===== src/rtl/instr_prefetch_queue_pkg.sv =====
// Shared types and constants for the instruction prefetch queue slice.
package prefetch_pkg;

  localparam int PC_W           = 32;
  localparam int INSTR_W        = 32;
  localparam int BYTE_W         = 8;
  localparam int BYTES_PER_WORD = 4;

  typedef enum logic [1:0] {
    FETCH = 2'd0,
    STALL = 2'd1,
    HALT  = 2'd2
  } fetchState_e;

  typedef struct packed {
    logic [INSTR_W-1:0] instr;
    logic [PC_W-1:0]    pc;
  } queueEntry_t;

  // Word-align a PC by clearing the two byte-offset bits.
  function automatic logic [PC_W-1:0] alignPc(input logic [PC_W-1:0] pc);
    return pc & ~PC_W'(BYTES_PER_WORD - 1);
  endfunction

endpackage


===== src/rtl/instr_prefetch_queue_if.sv =====
// Bundle of memory, redirect and decode-side signals of the prefetch queue.
interface instr_prefetch_queue_if
  import prefetch_pkg::*;
#(
  parameter int DEPTH  = 4,
  parameter int ADDR_W = 7
);
  logic                         imem_rd;
  logic [ADDR_W-1:0]            imem_addr;
  logic [BYTE_W-1:0]            imem_rdata;
  logic                         redirect_valid;
  logic [PC_W-1:0]              redirect_pc;
  logic                         out_valid;
  logic                         out_ready;
  logic [INSTR_W-1:0]           out_instr;
  logic [PC_W-1:0]              out_pc;
  logic [$clog2(DEPTH+1)-1:0]   count;
  logic                         misalign_fault;

  // Environment side: memory, execute (redirect) and decode.
  modport master (
    input  imem_rd, imem_addr, out_valid, out_instr, out_pc, count, misalign_fault,
    output imem_rdata, redirect_valid, redirect_pc, out_ready
  );

  // Prefetch queue side.
  modport slave (
    output imem_rd, imem_addr, out_valid, out_instr, out_pc, count, misalign_fault,
    input  imem_rdata, redirect_valid, redirect_pc, out_ready
  );
endinterface


===== src/rtl/instr_prefetch_queue_fifo.sv =====
// prefetch_fifo: DEPTH-entry queue of {instr, pc} with flush; head is zero when empty.
module prefetch_fifo
  import prefetch_pkg::*;
#(
  parameter int DEPTH = 4
) (
  input  logic                       clk,
  input  logic                       rst,
  input  logic                       push_i,
  input  queueEntry_t                pushEntry_i,
  input  logic                       pop_i,
  input  logic                       flush_i,
  output queueEntry_t                head_o,
  output logic                       headValid_o,
  output logic [$clog2(DEPTH+1)-1:0] count_o
);
  localparam int PTR_W = $clog2(DEPTH);
  localparam int CNT_W = $clog2(DEPTH + 1);

  queueEntry_t      mem_q [DEPTH];
  logic [PTR_W-1:0] rdPtr_q, wrPtr_q;
  logic [CNT_W-1:0] count_q;
  logic             empty, full, doPush, doPop;

  assign empty  = (count_q == '0);
  assign full   = (count_q == CNT_W'(DEPTH));
  assign doPop  = pop_i && !empty;
  assign doPush = push_i && (!full || doPop);

  // Flush wins over any simultaneous push or pop.
  always_ff @(posedge clk or posedge rst) begin
    if (rst) begin
      rdPtr_q <= '0;
      wrPtr_q <= '0;
      count_q <= '0;
    end else if (flush_i) begin
      rdPtr_q <= '0;
      wrPtr_q <= '0;
      count_q <= '0;
    end else begin
      if (doPush) wrPtr_q <= wrPtr_q + PTR_W'(1);
      if (doPop)  rdPtr_q <= rdPtr_q + PTR_W'(1);
      if (doPush && !doPop)      count_q <= count_q + CNT_W'(1);
      else if (doPop && !doPush) count_q <= count_q - CNT_W'(1);
    end
  end

  always_ff @(posedge clk) begin
    if (doPush && !flush_i) mem_q[wrPtr_q] <= pushEntry_i;
  end

  assign head_o      = empty ? '0 : mem_q[rdPtr_q];
  assign headValid_o = !empty;
  assign count_o     = count_q;

endmodule


===== src/rtl/instr_prefetch_queue.sv =====
// Instruction prefetch queue: byte-serial fetch, little-endian word assembly, redirect flush.
// Build option PREFETCH_ALIGN_CHECK_EN adds the sticky misaligned-redirect fault and HALT state.
module instr_prefetch_queue
  import prefetch_pkg::*;
#(
  parameter int              DEPTH    = 4,
  parameter int              ADDR_W   = 7,
  parameter logic [PC_W-1:0] RESET_PC = 32'h0
) (
  input logic                   clk,
  input logic                   rst,
  instr_prefetch_queue_if.slave bus
);
  localparam int         CNT_W     = $clog2(DEPTH + 1);
  localparam logic [1:0] LAST_BYTE = 2'(BYTES_PER_WORD - 1);

  fetchState_e          state_q, state_d;
  logic [PC_W-1:0]      fetchPc_q, fetchPc_d, wordPc_q, wordPc_d;
  logic [1:0]           byteIdx_q, byteIdx_d, rdIdx_q, rdIdx_d;
  logic                 rdPending_q, rdPending_d, inFlight_q, inFlight_d;
  logic [3*BYTE_W-1:0]  asm_q, asm_d;
  logic [CNT_W-1:0]     fifoCount;
  logic [CNT_W:0]       reserved;
  logic                 canStart, issue, redirectTaken, haltReq, push, pop, headValid;
  queueEntry_t          pushEntry, headEntry;

`ifdef PREFETCH_ALIGN_CHECK_EN
  logic fault_q;

  assign redirectTaken = bus.redirect_valid && (state_q != HALT);
  assign haltReq       = redirectTaken && (bus.redirect_pc[1:0] != 2'b00);

  always_ff @(posedge clk or posedge rst) begin
    if (rst)          fault_q <= 1'b0;
    else if (haltReq) fault_q <= 1'b1;
  end

  assign bus.misalign_fault = fault_q;
`else
  assign redirectTaken      = bus.redirect_valid;
  assign haltReq            = 1'b0;
  assign bus.misalign_fault = 1'b0;
`endif

  // A new word may start only if a queue slot is guaranteed for it on arrival.
  assign reserved = {1'b0, fifoCount} + {{CNT_W{1'b0}}, inFlight_q};
  assign canStart = reserved < (CNT_W + 1)'(DEPTH);

  always_ff @(posedge clk or posedge rst) begin
    if (rst) state_q <= FETCH;
    else     state_q <= state_d;
  end

  always_comb begin
    state_d = state_q;
    if (redirectTaken) begin
      state_d = haltReq ? HALT : FETCH;
    end else begin
      unique case (state_q)
        FETCH:   if (byteIdx_q == 2'd0 && !canStart) state_d = STALL;
        STALL:   if (canStart) state_d = FETCH;
        default: state_d = state_q;
      endcase
    end
  end

  // Reads are held off while reset is asserted and in the redirect cycle itself.
  always_comb begin
    issue = 1'b0;
    if (!rst && !redirectTaken) begin
      unique case (state_q)
        FETCH:   issue = (byteIdx_q != 2'd0) || canStart;
        STALL:   issue = canStart;
        default: issue = 1'b0;
      endcase
    end
    bus.imem_rd   = issue;
    bus.imem_addr = issue ? fetchPc_q[ADDR_W-1:0] + ADDR_W'(byteIdx_q) : '0;
  end

  assign push            = rdPending_q && (rdIdx_q == LAST_BYTE) && !redirectTaken;
  assign pop             = headValid && bus.out_ready;
  assign pushEntry.instr = {bus.imem_rdata, asm_q};
  assign pushEntry.pc    = wordPc_q;

  always_comb begin
    fetchPc_d   = fetchPc_q;
    wordPc_d    = wordPc_q;
    byteIdx_d   = byteIdx_q;
    rdIdx_d     = rdIdx_q;
    rdPending_d = 1'b0;
    inFlight_d  = inFlight_q;
    asm_d       = asm_q;
    if (redirectTaken) begin
      fetchPc_d  = alignPc(bus.redirect_pc);
      byteIdx_d  = 2'd0;
      inFlight_d = 1'b0;
    end else begin
      if (rdPending_q && rdIdx_q != LAST_BYTE) asm_d[{rdIdx_q, 3'b000} +: BYTE_W] = bus.imem_rdata;
      if (push) inFlight_d = 1'b0;
      if (issue) begin
        rdPending_d = 1'b1;
        rdIdx_d     = byteIdx_q;
        byteIdx_d   = byteIdx_q + 2'd1;
        if (byteIdx_q == LAST_BYTE) begin
          wordPc_d   = fetchPc_q;
          fetchPc_d  = fetchPc_q + PC_W'(BYTES_PER_WORD);
          inFlight_d = 1'b1;
        end
      end
    end
  end

  always_ff @(posedge clk or posedge rst) begin
    if (rst) begin
      fetchPc_q   <= RESET_PC;
      wordPc_q    <= '0;
      byteIdx_q   <= 2'd0;
      rdIdx_q     <= 2'd0;
      rdPending_q <= 1'b0;
      inFlight_q  <= 1'b0;
      asm_q       <= '0;
    end else begin
      fetchPc_q   <= fetchPc_d;
      wordPc_q    <= wordPc_d;
      byteIdx_q   <= byteIdx_d;
      rdIdx_q     <= rdIdx_d;
      rdPending_q <= rdPending_d;
      inFlight_q  <= inFlight_d;
      asm_q       <= asm_d;
    end
  end

  prefetch_fifo #(.DEPTH(DEPTH)) uFifo (
    .clk         (clk),
    .rst         (rst),
    .push_i      (push),
    .pushEntry_i (pushEntry),
    .pop_i       (pop),
    .flush_i     (redirectTaken),
    .head_o      (headEntry),
    .headValid_o (headValid),
    .count_o     (fifoCount)
  );

  assign bus.out_valid = headValid;
  assign bus.out_instr = headEntry.instr;
  assign bus.out_pc    = headEntry.pc;
  assign bus.count     = fifoCount;

endmodule


===== src/flat_wrapper.sv =====
// flat-port wrapper written by rule: the top's interface ports become plain ports
module instr_prefetch_queue_flat import prefetch_pkg::*;
#(
  parameter int              DEPTH    = 4,
  parameter int              ADDR_W   = 7,
  parameter logic [PC_W-1:0] RESET_PC = 32'h0
)
  (clk, rst, bus_imem_rd, bus_imem_addr, bus_out_valid, bus_out_instr, bus_out_pc, bus_count, bus_misalign_fault, bus_imem_rdata, bus_redirect_valid, bus_redirect_pc, bus_out_ready);
  instr_prefetch_queue_if #(.DEPTH(DEPTH), .ADDR_W(ADDR_W)) bus_i ();
  input logic clk;
  input logic rst;
  output wire logic [$bits(bus_i.imem_rd)-1:0] bus_imem_rd;
  output wire logic [$bits(bus_i.imem_addr)-1:0] bus_imem_addr;
  output wire logic [$bits(bus_i.out_valid)-1:0] bus_out_valid;
  output wire logic [$bits(bus_i.out_instr)-1:0] bus_out_instr;
  output wire logic [$bits(bus_i.out_pc)-1:0] bus_out_pc;
  output wire logic [$bits(bus_i.count)-1:0] bus_count;
  output wire logic [$bits(bus_i.misalign_fault)-1:0] bus_misalign_fault;
  input wire logic [$bits(bus_i.imem_rdata)-1:0] bus_imem_rdata;
  input wire logic [$bits(bus_i.redirect_valid)-1:0] bus_redirect_valid;
  input wire logic [$bits(bus_i.redirect_pc)-1:0] bus_redirect_pc;
  input wire logic [$bits(bus_i.out_ready)-1:0] bus_out_ready;
  assign bus_imem_rd = bus_i.imem_rd;
  assign bus_imem_addr = bus_i.imem_addr;
  assign bus_out_valid = bus_i.out_valid;
  assign bus_out_instr = bus_i.out_instr;
  assign bus_out_pc = bus_i.out_pc;
  assign bus_count = bus_i.count;
  assign bus_misalign_fault = bus_i.misalign_fault;
  assign bus_i.imem_rdata = bus_imem_rdata;
  assign bus_i.redirect_valid = bus_redirect_valid;
  assign bus_i.redirect_pc = bus_redirect_pc;
  assign bus_i.out_ready = bus_out_ready;
  instr_prefetch_queue #(.DEPTH(DEPTH), .ADDR_W(ADDR_W), .RESET_PC(RESET_PC)) u_core (.clk(clk), .rst(rst), .bus(bus_i));
endmodule

===== config.mk =====
export PLATFORM = sky130hd
export DESIGN_NAME = instr_prefetch_queue_flat
export DESIGN_NICKNAME = d
export VERILOG_FILES = /design/src/rtl/instr_prefetch_queue_pkg.sv /design/src/rtl/instr_prefetch_queue_if.sv /design/src/rtl/instr_prefetch_queue_fifo.sv /design/src/rtl/instr_prefetch_queue.sv /design/src/flat_wrapper.sv
export SDC_FILE = /design/constraint.sdc
export NUM_CORES = 1
export LEC_CHECK = 0
export CAP_MARGIN = 5
export CORE_MARGIN = 5
export CORE_UTILIZATION = 56
export DETAILED_ROUTE_END_ITERATION = 10
export PLACE_DENSITY = 0.83
export SLEW_MARGIN = 10
export SYNTH_ARGS = -nofsm -noshare
export SYNTH_HDL_FRONTEND = slang
export SYNTH_SLANG_ARGS = --single-unit

===== constraint.sdc =====
create_clock -name clk -period 9.25 [get_ports clk]
set_input_delay 1.85 -clock clk [delete_from_list [all_inputs] [get_ports clk]]
set_output_delay 1.85 -clock clk [all_outputs]
set_load 0.02 [all_outputs]

======== Word-level counts from Yosys, hierarchy flattened ========
Memories as Yosys holds them, arrays and structs flattened.
Index checks and enable logic that the tools add are counted.
word-level totals
  register bits ........................... 103
  RAM bits ................................ 256
  input port bits ......................... 44
  output and inout port bits .............. 77
  word-level logic and storage cells ...... 96
  memories ................................ 1
operators by class
  add/subtract/negate cells ............... 9
  magnitude comparators ................... 1
  eq/ne operators ......................... 7
  shifts and indexed selects .............. 2
  mux-type cells .......................... 29
  bitwise logic cells ..................... 1
  reduce and logical (&&, ||, !) cells .... 35
memory list
  memory              depth  bits a word  rd ports  clocked after memory_dff  write ports  RTL line                         RTL
  u_core.uFifo.mem_q  4      64           1         0                         1            instr_prefetch_queue_fifo.sv:20  queueEntry_t mem_q [DEPTH];
operators by type and width
  cell                                                                           number
  32-bit two-way mux                                                             3
  64-bit two-way mux                                                             1
  32-bit by 3-bit adder with 32-bit output (second input constant)               1
  24-bit bitwise mux                                                             1
  8-bit by 7-bit variable shift with 24-bit output (first input constant)        1
  8-bit by 7-bit variable part select with 24-bit output                         1
  2-bit two-way mux                                                              9
  1-bit logical AND                                                              11
  2-bit nonzero test                                                             5
  1-bit two-way mux                                                              9
  3-bit two-way mux                                                              3
  7-bit by 2-bit adder with 7-bit output                                         1
  1-bit logical NOT                                                              7
  7-bit two-way mux                                                              1
  5-bit negator with 7-bit output                                                1
  2-bit by 1-bit adder with 2-bit output (second input constant)                 3
  3-bit by 2-bit inequality test with 1-bit output (second input constant)       2
  2-bit AND reduction                                                            3
  3-bit AND reduction                                                            2
  3-bit nonzero test                                                             2
  3-bit by 1-bit adder with 4-bit output                                         1
  2-bit equality test (second input constant)                                    2
  2-bit logical NOT                                                              2
  4-bit by 3-bit less-than comparator with 1-bit output (second input constant)  1
  10 further kinds                                                               11

======== Longest topological paths before layout ========
Gate-level depths: netlist of the first run.
  word-level depth ........................ 11
  depth in mapped cells ................... 9
  gate-level depth less buffers ........... 9

======== Cells and area by module ========
Synthesis of the first run repeated with hierarchy kept, for this count alone.
second synthesis, totals
  cell total of the unflattened synthesis .. 892
  area, all modules ....................... 14,604.0 um^2
modules (own cells, without submodules)
  module                instances  cells an instance  area each (um^2)  sequential area each (um^2)
  prefetch_fifo         1          453                10,139.7          7,862.5
  instr_prefetch_queue  1          439                4,464.3           2,277.2

======== Worst setup path after synthesis of the first run ========
Ideal clock, no wire load.
  path type ............................... input port to flip-flop
  from .................................... input port rst
  to ...................................... register u_core.fetchPc_q[21]
  setup time .............................. 0.069 ns
  data arrival time ....................... 4.915 ns
  required time ........................... 9.181 ns
  path slack .............................. 4.266 ns
  stages on the path ...................... 5
  cell sequence ........................... inv_1 -> o211a_1 -> nand3_1 -> or4_1 -> nand3_1
between the ends
  longest elaborated chain between the ends .. 5
RTL lines
  item                                  RTL line                     RTL
  start: declaration                    flat_wrapper.sv:11           input logic rst;
  1-bit logical NOT (no source line)    -
  1-bit logical AND                     instr_prefetch_queue.sv:70   if (!rst && !redirectTaken) begin
  1-bit two-way mux                     instr_prefetch_queue.sv:70
  2-bit nonzero test (no source line)   -
  2-bit AND reduction (no source line)  -
  end signal: assignment                instr_prefetch_queue.sv:124  fetchPc_q <= fetchPc_d;
  end: declaration                      instr_prefetch_queue.sv:18   logic [PC_W-1:0] fetchPc_q, fetchPc_d, wordPc_q, wordPc_d;
No other way between the ends.
A chain may end at the register's enable or synchronous reset.

======== Final worst setup path of the first run ========
  from .................................... input port rst
  to ...................................... output port bus_imem_addr[1]
between the ends
  longest elaborated chain between the ends .. 4
RTL lines
  item                                RTL line                    RTL
  1-bit logical NOT (no source line)  -
  1-bit logical AND                   instr_prefetch_queue.sv:70
  1-bit two-way mux                   instr_prefetch_queue.sv:70
  7-bit two-way mux                   instr_prefetch_queue.sv:78  bus.imem_addr = issue ? fetchPc_q[ADDR_W-1:0] + ADDR_W'(byteIdx_q) : '0;
  end: declaration                    flat_wrapper.sv:13          output wire logic [$bits(bus_i.imem_addr)-1:0] bus_imem_addr;
No other way between the ends.

==> key figures, run 1 <==
Critical path
  • Critical Path Sink Type: primary output
  • Crit path max fanout: 10
  • Kind of critical path: in2out
  • Required time worst endpoint: 7.40 ns
  • Type of origin of the critical path: primary input
  • CP arrival: 4.16 ns

Global routing
  • Total grt overflow: 0
  • Initial antenna violation count: 0
  • First-pass GRT wire length: 46600 microns
  • Vias in the first global route: 8437
  • Largest net degree at the start of global routing: 76
  • Total GRT Usage: 20.8%

Yosys
  • Synthesized flop and latch total: 346
  • Mapped Area: 14100 sq um
  • Synth cell types: 61
  • List of most frequent post-synthesis cells: edfxtp_1 (248), nand2_1 (173), dfrtp_1 (98)
  • Avg Cell Area, Syn: 15.3 sq um
  • Cells after Synth: 919
  • Sequential area share after synthesis: 70.2%
  • Synth area leader: edfxtp_1
  • Number of synthesized flops with an enable pin: 248
  • Top area cells in the synthesized netlist: edfxtp_1 (53%), dfrtp_1 (17%), mux4_2 (9.9%), nand2_1 (4.6%), and2_1 (3.4%)
  • Count leader, synth: edfxtp_1
  • Predominant post-synthesis flop cell: edfxtp_1
  • Synth warn: 0
  • Ys async rst share: 28.3%
  • Post-synth top area share: 52.8%

Place
  • Placer Congestion: 0.825
  • Dpl cell area: 15600 sq um
  • Dpl cells: 1333
  • Dpl hpwl: 17400 microns
  • Dpl ws: 3.25 ns
  • Number of port buffers: 115

Die
  • IO Count: 121
  • Die height: 169 microns
  • Die X: 169 microns
  • Core area: 25000 sq um
  • Initial Util: 56.5%
  • Die area: 28400 sq um
  • Num rows: 58

Route
  • Via count: 8055
  • ANT nets after route: 0
  • DRT Pass-1 Iters: 5
  • DR WL/cell: 21.1 microns
  • Post-Route WL: 29300 microns
  • DR iter-0 viols: 707
  • Avg Vias per Cell: 5.79
  • # DRC: 0

Final layout
  • Fin cells: 1390
  • Diode count: 0
  • NumNets Final: 1093
  • Layout cell share with drive strength beyond 1: 13.7%
  • Fin area: 16700 sq um
  • FF/Latch Area: 9900 sq um
  • Multi-input logic area: 3980 sq um
  • Fillers: 1691
  • Final Core Density: 66.8%
  • P&R area growth vs syn: 18.2%

Clocking
  • Cts bufs inserted: 31
  • Post-CTS Setup Inserts: 0
  • Clk sinks: 346
  • Clock Path Buffers: 3
  • Post-cts resize count: 0
  • Clock root buffer: clkbuf_16
  • Post-CTS Hold Buffers: 0
  • # H-tree levels: 1
  • CTS tree: yes
  • Clock transition at path regs: 0.06 ns
  • Worst-Skew Late Latency: 0.54 ns

Timing
  • Total negative slack: 0 ns
  • Fin. Hold Viols: 0
  • Layout Skew: 0.0140 ns
  • Final min period: 6.01 ns
  • Max-slew violation count: 0
  • Crit share post-route: 65.0%
  • RSZ-0062 raised after global routing: no
  • Relative slew slack: 22.2%
  • # setup viols final: 0
  • Slew at the pin closest to its max-slew limit: 1.16 ns
  • Setup ws final: 3.24 ns
  • Fmax: 0.166 GHz

Power and ir drop
  • Seq pwr share: 44.4%
  • Logic pwr share: 24.8%
  • Peak VDD IR: 0.129 mV
  • Internal: 3160 uW
  • Clock power share: 30.8%
  • Leak: 0.00596 uW
  • Switch share: 27.9%
  • Psw: 1220 uW
  • Power Dens Cells: 263 nW/um^2

Min path
  • Worst min-delay path category: reg2reg

Flow run
  • Maxcap violations: 0

Status
  • Status: finished clean
[power groups by stage]
stage / Combinational, uW / Clock [uW] / Sequential, uW
CTS: 1110 / 1360 / 1940
global route: 1170 / 1440 / 1970
detailed placement: 1100 / 0 / 1970
finish: 1090 / 1350 / 1950
global placement: 1080 / 0 / 1960
floorplan: 698 / 0 / 1910
[cell type report]
class	instances	share of cell area [%]
inverter	12	0.285
clock inverter	14	1.31
sequential	346	59.4
timing repair buffer	126	7.37
multi-input combinational	519	23.9
clock buffer	43	5.23
tap	330	2.48
[through the flow]
step / hold WS (ns) / power [uW]
after floorplan: 0.446 / 2610
after global placement: 0.490 / 3040
after detailed placement: 0.501 / 3070
after CTS: 0.515 / 4410
after global routing: 0.536 / 4580
final: 0.517 / 4380
[metal layers]
metal | part of all wire (%) | global-route usage [%] | wire [microns]
met1 | 42 | 29.5 | 12300
met2 | 49 | 34.0 | 14500
met3 | 6.4 | 3.11 | 1870
met4 | 2.4 | 6.39 | 704
met5 | 0 | 0 | 0
[registers in the layout, indices dropped and copies added (netlist names), 3 cells and up]
name	cells
u_core.uFifo.mem_q	248
u_core.asm_q	24
u_core.uFifo.count_o	3
u_core.fetchPc_q	30
u_core.wordPc_q	30
[worst paths after layout]
| kind | slack [ns] | cells after the start | start | endpoint |
|---|---|---|---|---|
| max | 3.24 | 5 | rst | bus_imem_addr[1] |
| min | 0.52 | 0 | u_core.wordPc_q[31] | u_core.uFifo.mem_q[3][31] |
| max reg2reg | 5.93 | 7 | u_core.uFifo.count_o[1] | u_core.uFifo.count_o[2] |
| min reg2reg | 0.52 | 0 | u_core.wordPc_q[31] | u_core.uFifo.mem_q[3][31] |
| max in group asynchronous | 6.02 | 3 | rst | u_core.uFifo.rdPtr_q[0] |
| min in group asynchronous | 1.79 | 2 | rst | u_core.fetchPc_q[2] |
[kinds of logic after synthesis]
kind of cell | after synthesis | synth area share, %
compound gates | 78 | 3.36
xor+xnor | 20 | 1.24
fa+ha+maj | 13 | 1.21
buf+inv | 56 | 1.67
flops | 346 | 70.2
mux | 67 | 10.3
other cells | 1 | 0.0266
simple gates | 338 | 12.0
[layout by cell type, fill, tap and decap left out, types with 6 or more instances in the layout]
master,count
and2_1,73
buf_4,11
bufinv_16,6
clkbuf_1,8
clkbuf_16,32
clkdlybuf4s50_1,114
dfrtp_1,96
edfxtp_1,248
ha_1,12
inv_1,11
mux4_2,62
nand2_1,173
nand3_1,15
nand4_1,14
nor2_1,20
nor2b_1,6
o21ai_0,47
xnor2_1,7
xor2_1,13
[worst max-delay path, stage by stage]
cell and delay [ns]:
clkdlybuf4s50_1 0.55, a21oi_1 0.45, nor2b_1 0.47, and2_1 0.22, clkdlybuf4s50_1 0.61
Power figures use the tool's default switching activity.
==> inputs of run 2 (changes only) <==
--- a/config.mk
+++ b/config.mk
@@ -7,9 +7,9 @@
 export LEC_CHECK = 0
 export CAP_MARGIN = 5
 export CORE_MARGIN = 5
-export CORE_UTILIZATION = 56
+export CORE_UTILIZATION = 52
 export DETAILED_ROUTE_END_ITERATION = 10
-export PLACE_DENSITY = 0.83
+export PLACE_DENSITY = 0.81
 export SLEW_MARGIN = 10
 export SYNTH_ARGS = -nofsm -noshare
 export SYNTH_HDL_FRONTEND = slang
==> constraint.sdc (replaced) <==
create_clock -name clk -period 5.1 [get_ports clk]
set_input_delay 1.02 -clock clk [delete_from_list [all_inputs] [get_ports clk]]
set_output_delay 1.02 -clock clk [all_outputs]
set_load 0.02 [all_outputs]
==> key figures, run 2 (synthesis results as in run 1) <==
Status
  • Status: finished clean

Clocking
  • # H-tree levels: 2 (+1)
  • Worst-Skew Late Latency: 0.51 ns (-0.03 ns)
  • Clock Path Buffers: 3 (unchanged)
  • Cts bufs inserted: 34 (+9.7%)
  • Clk sinks: 346 (unchanged)
  • Clock root buffer: clkbuf_16
  • Post-CTS Setup Inserts: 0 (unchanged)
  • Post-CTS Hold Buffers: 0 (unchanged)
  • Post-cts resize count: 0 (unchanged)
  • CTS tree: yes
  • Clock transition at path regs: 0.06 ns (about the same)

Global routing
  • Total grt overflow: 0 (unchanged)
  • Initial antenna violation count: 0 (unchanged)
  • First-pass GRT wire length: 47900 microns (+2.9%)
  • Vias in the first global route: 8568 (+1.6%)
  • Largest net degree at the start of global routing: 66 (-13%)
  • Total GRT Usage: 20.0% (-0.83 points)

Critical path
  • Kind of critical path: in2out
  • Critical Path Sink Type: primary output
  • Depth of the worst register-to-register path: 7 (unchanged)
  • R2r endpoint: u_core.uFifo.count_o[2]
  • Crit path max fanout: 10 (unchanged)
  • FF-to-FF Start: u_core.uFifo.count_o[1]
  • R2R setup slack: 2.00 ns (-3.93 ns)
  • CP arrival: 3.32 ns (-0.84 ns)
  • Required time worst endpoint: 4.08 ns (-3.32 ns)
  • Type of origin of the critical path: primary input

Final layout
  • Fillers: 1841 (+8.9%)
  • Most frequent cells in the layout: edfxtp_1 (248), nand2_1 (173), clkdlybuf4s50_1 (114), dfrtp_1 (96), and2_1 (73)
  • Regs by FF count: u_core.uFifo.mem_q: 248 flops, u_core.fetchPc_q: 30 flops, u_core.wordPc_q: 30 flops
  • Layout cell share with drive strength beyond 1: 14.8% (+1.1 points)
  • Diode count: 0 (unchanged)
  • NumNets Final: 1100 (+0.64%)
  • Most common cell after layout, fill and taps aside: edfxtp_1
  • Number of flip-flops in the largest register: 248 (unchanged)
  • P&R area growth vs syn: 19.5%
  • Largest reg by FF count: u_core.uFifo.mem_q

Die
  • Die height: 175 microns (+3.6%)
  • IO Count: 121 (unchanged)
  • Die area: 30500 sq um (+7.2%)
  • Num rows: 60 (+3.4%)
  • Initial Util: 52.6% (-3.9 points)
  • Die X: 175 microns (+3.6%)
  • Core area: 26800 sq um (+7.4%)

Timing
  • Slew at the pin closest to its max-slew limit: 1.10 ns (-0.0608 ns)
  • # setup viols final: 0 (unchanged)
  • Max-slew violation count: 0 (unchanged)
  • Total negative slack: 0 ns (unchanged)
  • Relative slew slack: 26.3% (+4.1 points)
  • Fin. Hold Viols: 0 (unchanged)
  • RSZ-0062 raised after global routing: no
  • Fmax: 0.230 GHz
  • Crit share post-route: 85.1%
  • Final min period: 4.34 ns
  • Layout Skew: 0.0240 ns (+0.0100 ns)

Flow run
  • Maxcap violations: 0 (unchanged)

Place
  • Dpl hpwl: 18400 microns (+5.5%)
  • Placer Congestion: 0.848 (+2.8%)
  • Number of port buffers: 115 (unchanged)

Min path
  • Worst min-delay path category: reg2reg
  • Hold path depth: 0 (unchanged)
  • Hold endpoint: u_core.uFifo.mem_q[0][48]
  • Hold_sp: u_core.asm_q[16]

Power and ir drop
  • Power Dens Cells: 477 nW/um^2 (+82%)
  • Total Power: 8050 uW (+84%)
  • Leak: 0.00605 uW (+1.4%)
  • Peak VDD IR: 0.233 mV (+80%)

Route
  • ANT nets after route: 0 (unchanged)
  • Via count: 8103 (+0.60%)
  • DR iter-0 viols: 638 (-9.8%)
  • DR WL/cell: 21.2 microns (+0.45%)
  • # DRC: 0 (unchanged)
  • DRT Pass-1 Iters: 5 (unchanged)
  • Avg Vias per Cell: 5.75 (-0.76%)
  • Post-Route WL: 29900 microns (+1.8%)
==> run 2: worst max-delay path by stage <==
stage,startpoint,endpoint,slack [ns],cells after the start
after floorplan,rst,u_core.fetchPc_q[21],0.95,5
after global placement,rst,bus_imem_addr[5],0.84,5
after detailed placement,rst,bus_imem_addr[4],0.76,5
after CTS,rst,bus_imem_addr[4],0.75,5
after global routing,rst,bus_imem_addr[0],0.57,5
final,rst,bus_imem_addr[0],0.76,5
==> run 2: layout make-up <==
| type | count | area, sq um | area share, % |
|---|---|---|---|
| Multi-Input combinational cell | 519 | 3980 | 23.6 |
| Clock buffer | 45 | 985 | 5.84 |
| Clock inverter | 16 | 171 | 1.02 |
| Tap cell | 341 | 427 | 2.53 |
| Inverter | 12 | 47.5 | 0.282 |
| Timing Repair Buffer | 130 | 1330 | 7.92 |
| Sequential cell | 346 | 9900 | 58.8 |
==> run 2: power breakdown <==
| group | switching [uW] | total [uW] | internal (uW) |
|---|---|---|---|
| Combinational | 1020 | 1990 | 967 |
| Sequential | 237 | 3520 | 3280 |
| Clock | 1020 | 2540 | 1520 |
| Total | 2280 | 8050 | 5770 |
==> run 2: worst max-delay path, stage by stage <==
cell and delay [ns]:
clkdlybuf4s50_1 0.55, a21oi_1 0.42, nor2b_1 0.50, and2_1 0.22
clkdlybuf4s50_1 0.61
==> run 2: routing by layer <==
layer | wire (microns) | up-vias | global-route usage [%]
met4 | 673 | 0 | 5.47
met2 | 15100 | 302 | 33.8
li1 | - | 3646 | -
met3 | 1700 | 46 | 2.79
met5 | 0 | - | 0
met1 | 12400 | 4109 | 27.6
==> run 2: metrics by stage <==
step                cells  setup WS (ns)  area [sq um]  hold slack [ns]  util (%)
finish               1409          0.759         16900            0.511      62.9
global route         1409          0.566         16900            0.523      62.9
CTS                  1409          0.750         16900            0.514      62.9
detailed placement   1348          0.760         15700            0.505      58.6
global placement     1348          0.838         15700            0.488      58.6
floorplan             921          0.946         14100            0.446         -
==> edit: new RTL, config.mk and constraints of run 2 <==
`DEPTH` is set to 4 in 4 places; all go to 2.
--- a/src/rtl/instr_prefetch_queue_if.sv
+++ b/src/rtl/instr_prefetch_queue_if.sv
@@ -4,3 +4,3 @@
 #(
-  parameter int DEPTH  = 4,
+  parameter int DEPTH  = 2,
   parameter int ADDR_W = 7
--- a/src/rtl/instr_prefetch_queue_fifo.sv
+++ b/src/rtl/instr_prefetch_queue_fifo.sv
@@ -4,3 +4,3 @@
 #(
-  parameter int DEPTH = 4
+  parameter int DEPTH = 2
 ) (
--- a/src/rtl/instr_prefetch_queue.sv
+++ b/src/rtl/instr_prefetch_queue.sv
@@ -5,3 +5,3 @@
 #(
-  parameter int              DEPTH    = 4,
+  parameter int              DEPTH    = 2,
   parameter int              ADDR_W   = 7,
--- a/src/flat_wrapper.sv
+++ b/src/flat_wrapper.sv
@@ -3,3 +3,3 @@
 #(
-  parameter int              DEPTH    = 4,
+  parameter int              DEPTH    = 2,
   parameter int              ADDR_W   = 7,
Ports: changed (resized bus_count); port bits go from 121 to 120. The function was not compared with the original's and may differ.
==> edit against run 2 <==
Global-route usage is 0.95 points lower. Synthesized cell count is 22% lower. Largest cell class unchanged. Total power is 49% lower. Combinational power is 82% lower. Routed wire length is 36% lower. Area after synthesis is 35% lower. Setup slack worse by 200 ps. Cell area is 33% lower. Sequential cell count is 127 lower. Die area is 33% lower.
==> edit: results (changes against run 2) <==
* Run status: complete, no violations
* Synth cell count leaders: edfxtp_1 (124), dfrtp_1 (95), nor2_1 (92)
* Detailed Route Iter0 Violations at 447 (-30%)
* Post-DP HPWL at 12.77 mm (-31%)
* DR vias at 6065 (-25%)
* Crit path DAT at 3520 ps (+200 ps)
* Worst skew pair latency at 490 ps (-20 ps)
* Ys async rst share at 0.4338 (+0.1506)
* First-pass GRT wire length at 30.94 mm (-35%)
* H-tree depth at 1 (-1)
* Overall global routing resource usage at 0.1900 (-0.009530)
* Hold Path Origin: u_core.wordPc_q[25]
* Synth unique cells at 42 (-31%)
* CTS clk-pin slew, worst paths at 60 ps (about the same)
* Biggest registers after layout: u_core.uFifo.mem_q x124, u_core.fetchPc_q x30, u_core.wordPc_q x30
* CTS Buf Count at 22 (-35%)
* Nets at 886 (-19%)
* Clock skew after layout at 17.35 ps (-6.687 ps)
* Number of global-route vias before repair at 5891 (-31%)
* Lkg Pwr at 4.058 nW (-33%)
* Synth Area in Adders at 0.01225 (+0.0001815)
* R2r startpoint: u_core.byteIdx_q[1]
* WL/cell at 17.96 um (-15%)
* Largest net degree at the start of global routing at 81 (+23%)
* Compound-cell area share of the yosys netlist at 0.06617 (+0.03253)
* Register area share after synthesis at 0.6639 (-0.03844)
* Post-synth EDFFs at 124 (-50%)
* Buffers on Ports at 114 (-0.87%)
* Mux cell area share after synthesis at 0.1054 (+0.002413)
* Worst slew margin at 0.2293 (-0.03365)
* Placer Congestion at 0.8357 (-1.5%)
* Dominant cells by area after synthesis: edfxtp_1 (41%), dfrtp_1 (26%), mux2i_1 (6.9%)
* VDD IR max at 198.2 uV (-15%)
* Post-Synth XOR/XNOR Area at 0.01239 (-0.00003739)
* Layout cell share with drive strength beyond 1 at 0.09091 (-0.05703)
## edit: critical path: stages
cell and delay (ps):
clkdlybuf4s50_1 450, or3_1 540, nand2_1 180, nand2_1 230, inv_1 280, and2_1 200
clkdlybuf4s50_1 630
## edit: metrics by stage
step           TNS (ps)  instance area [sq um]  cells  setup slack [ps]
2_1_floorplan    -14330                   9214    723            -123.0
3_3_place_gp          0                  10570   1034             555.8
3_5_place_dp          0                  10570   1034             529.8
4_1_cts               0                  11270   1072             528.6
5_1_grt               0                  11270   1072             409.5
6_report              0                  11270   1072             557.5
## edit: path summary, 6_finish.rpt
path	cells past startpoint	slack (ps)	end
worst max-delay path	7	560	bus_imem_addr[0]
min in group asynchronous	2	840	u_core.rdPending_q
worst max register to register	6	2310	u_core.fetchPc_q[27]
max in group asynchronous	3	2830	u_core.uFifo.rdPtr_q
worst min register to register	0	470	u_core.uFifo.mem_q[0][25]
worst min-delay path	0	470	u_core.uFifo.mem_q[0][25]
## edit: routing by layer
layer	share of wire	GRT usage
met1	0.42	0.2542
met2	0.50	0.3286
met5	0	0
met3	0.064	0.03282
met4	0.017	0.04202
## edit: cells by family (layout without fill, tap and decap cells)
family,count (synthesis),after routing
other cells,1,4
simple gates,235,235
xor+xnor,13,13
buf+inv,52,176
fa+ha+maj,9,9
compound gates,98,98
flops,219,219
mux,93,93
## edit: power by group
part	switching (mW)	total, mW	internal [mW]
clock network	0.613	1.53	0.916
logic	0.182	0.356	0.174
registers	0.140	2.24	2.10
total	0.935	4.12	3.19
## edit: cell type report
| type | count | area [sq um] |
|---|---|---|
| Inverter | 15 | 57.56 |
| Tap cell | 225 | 281.5 |
| Clock inverter | 6 | 55.05 |
| Sequential cell | 219 | 6105 |
| Clock buffer | 32 | 639.4 |
| Multi-Input combinational cell | 452 | 2919 |
| Fill cell | 1302 | 6031 |
| Timing Repair Buffer | 123 | 1209 |
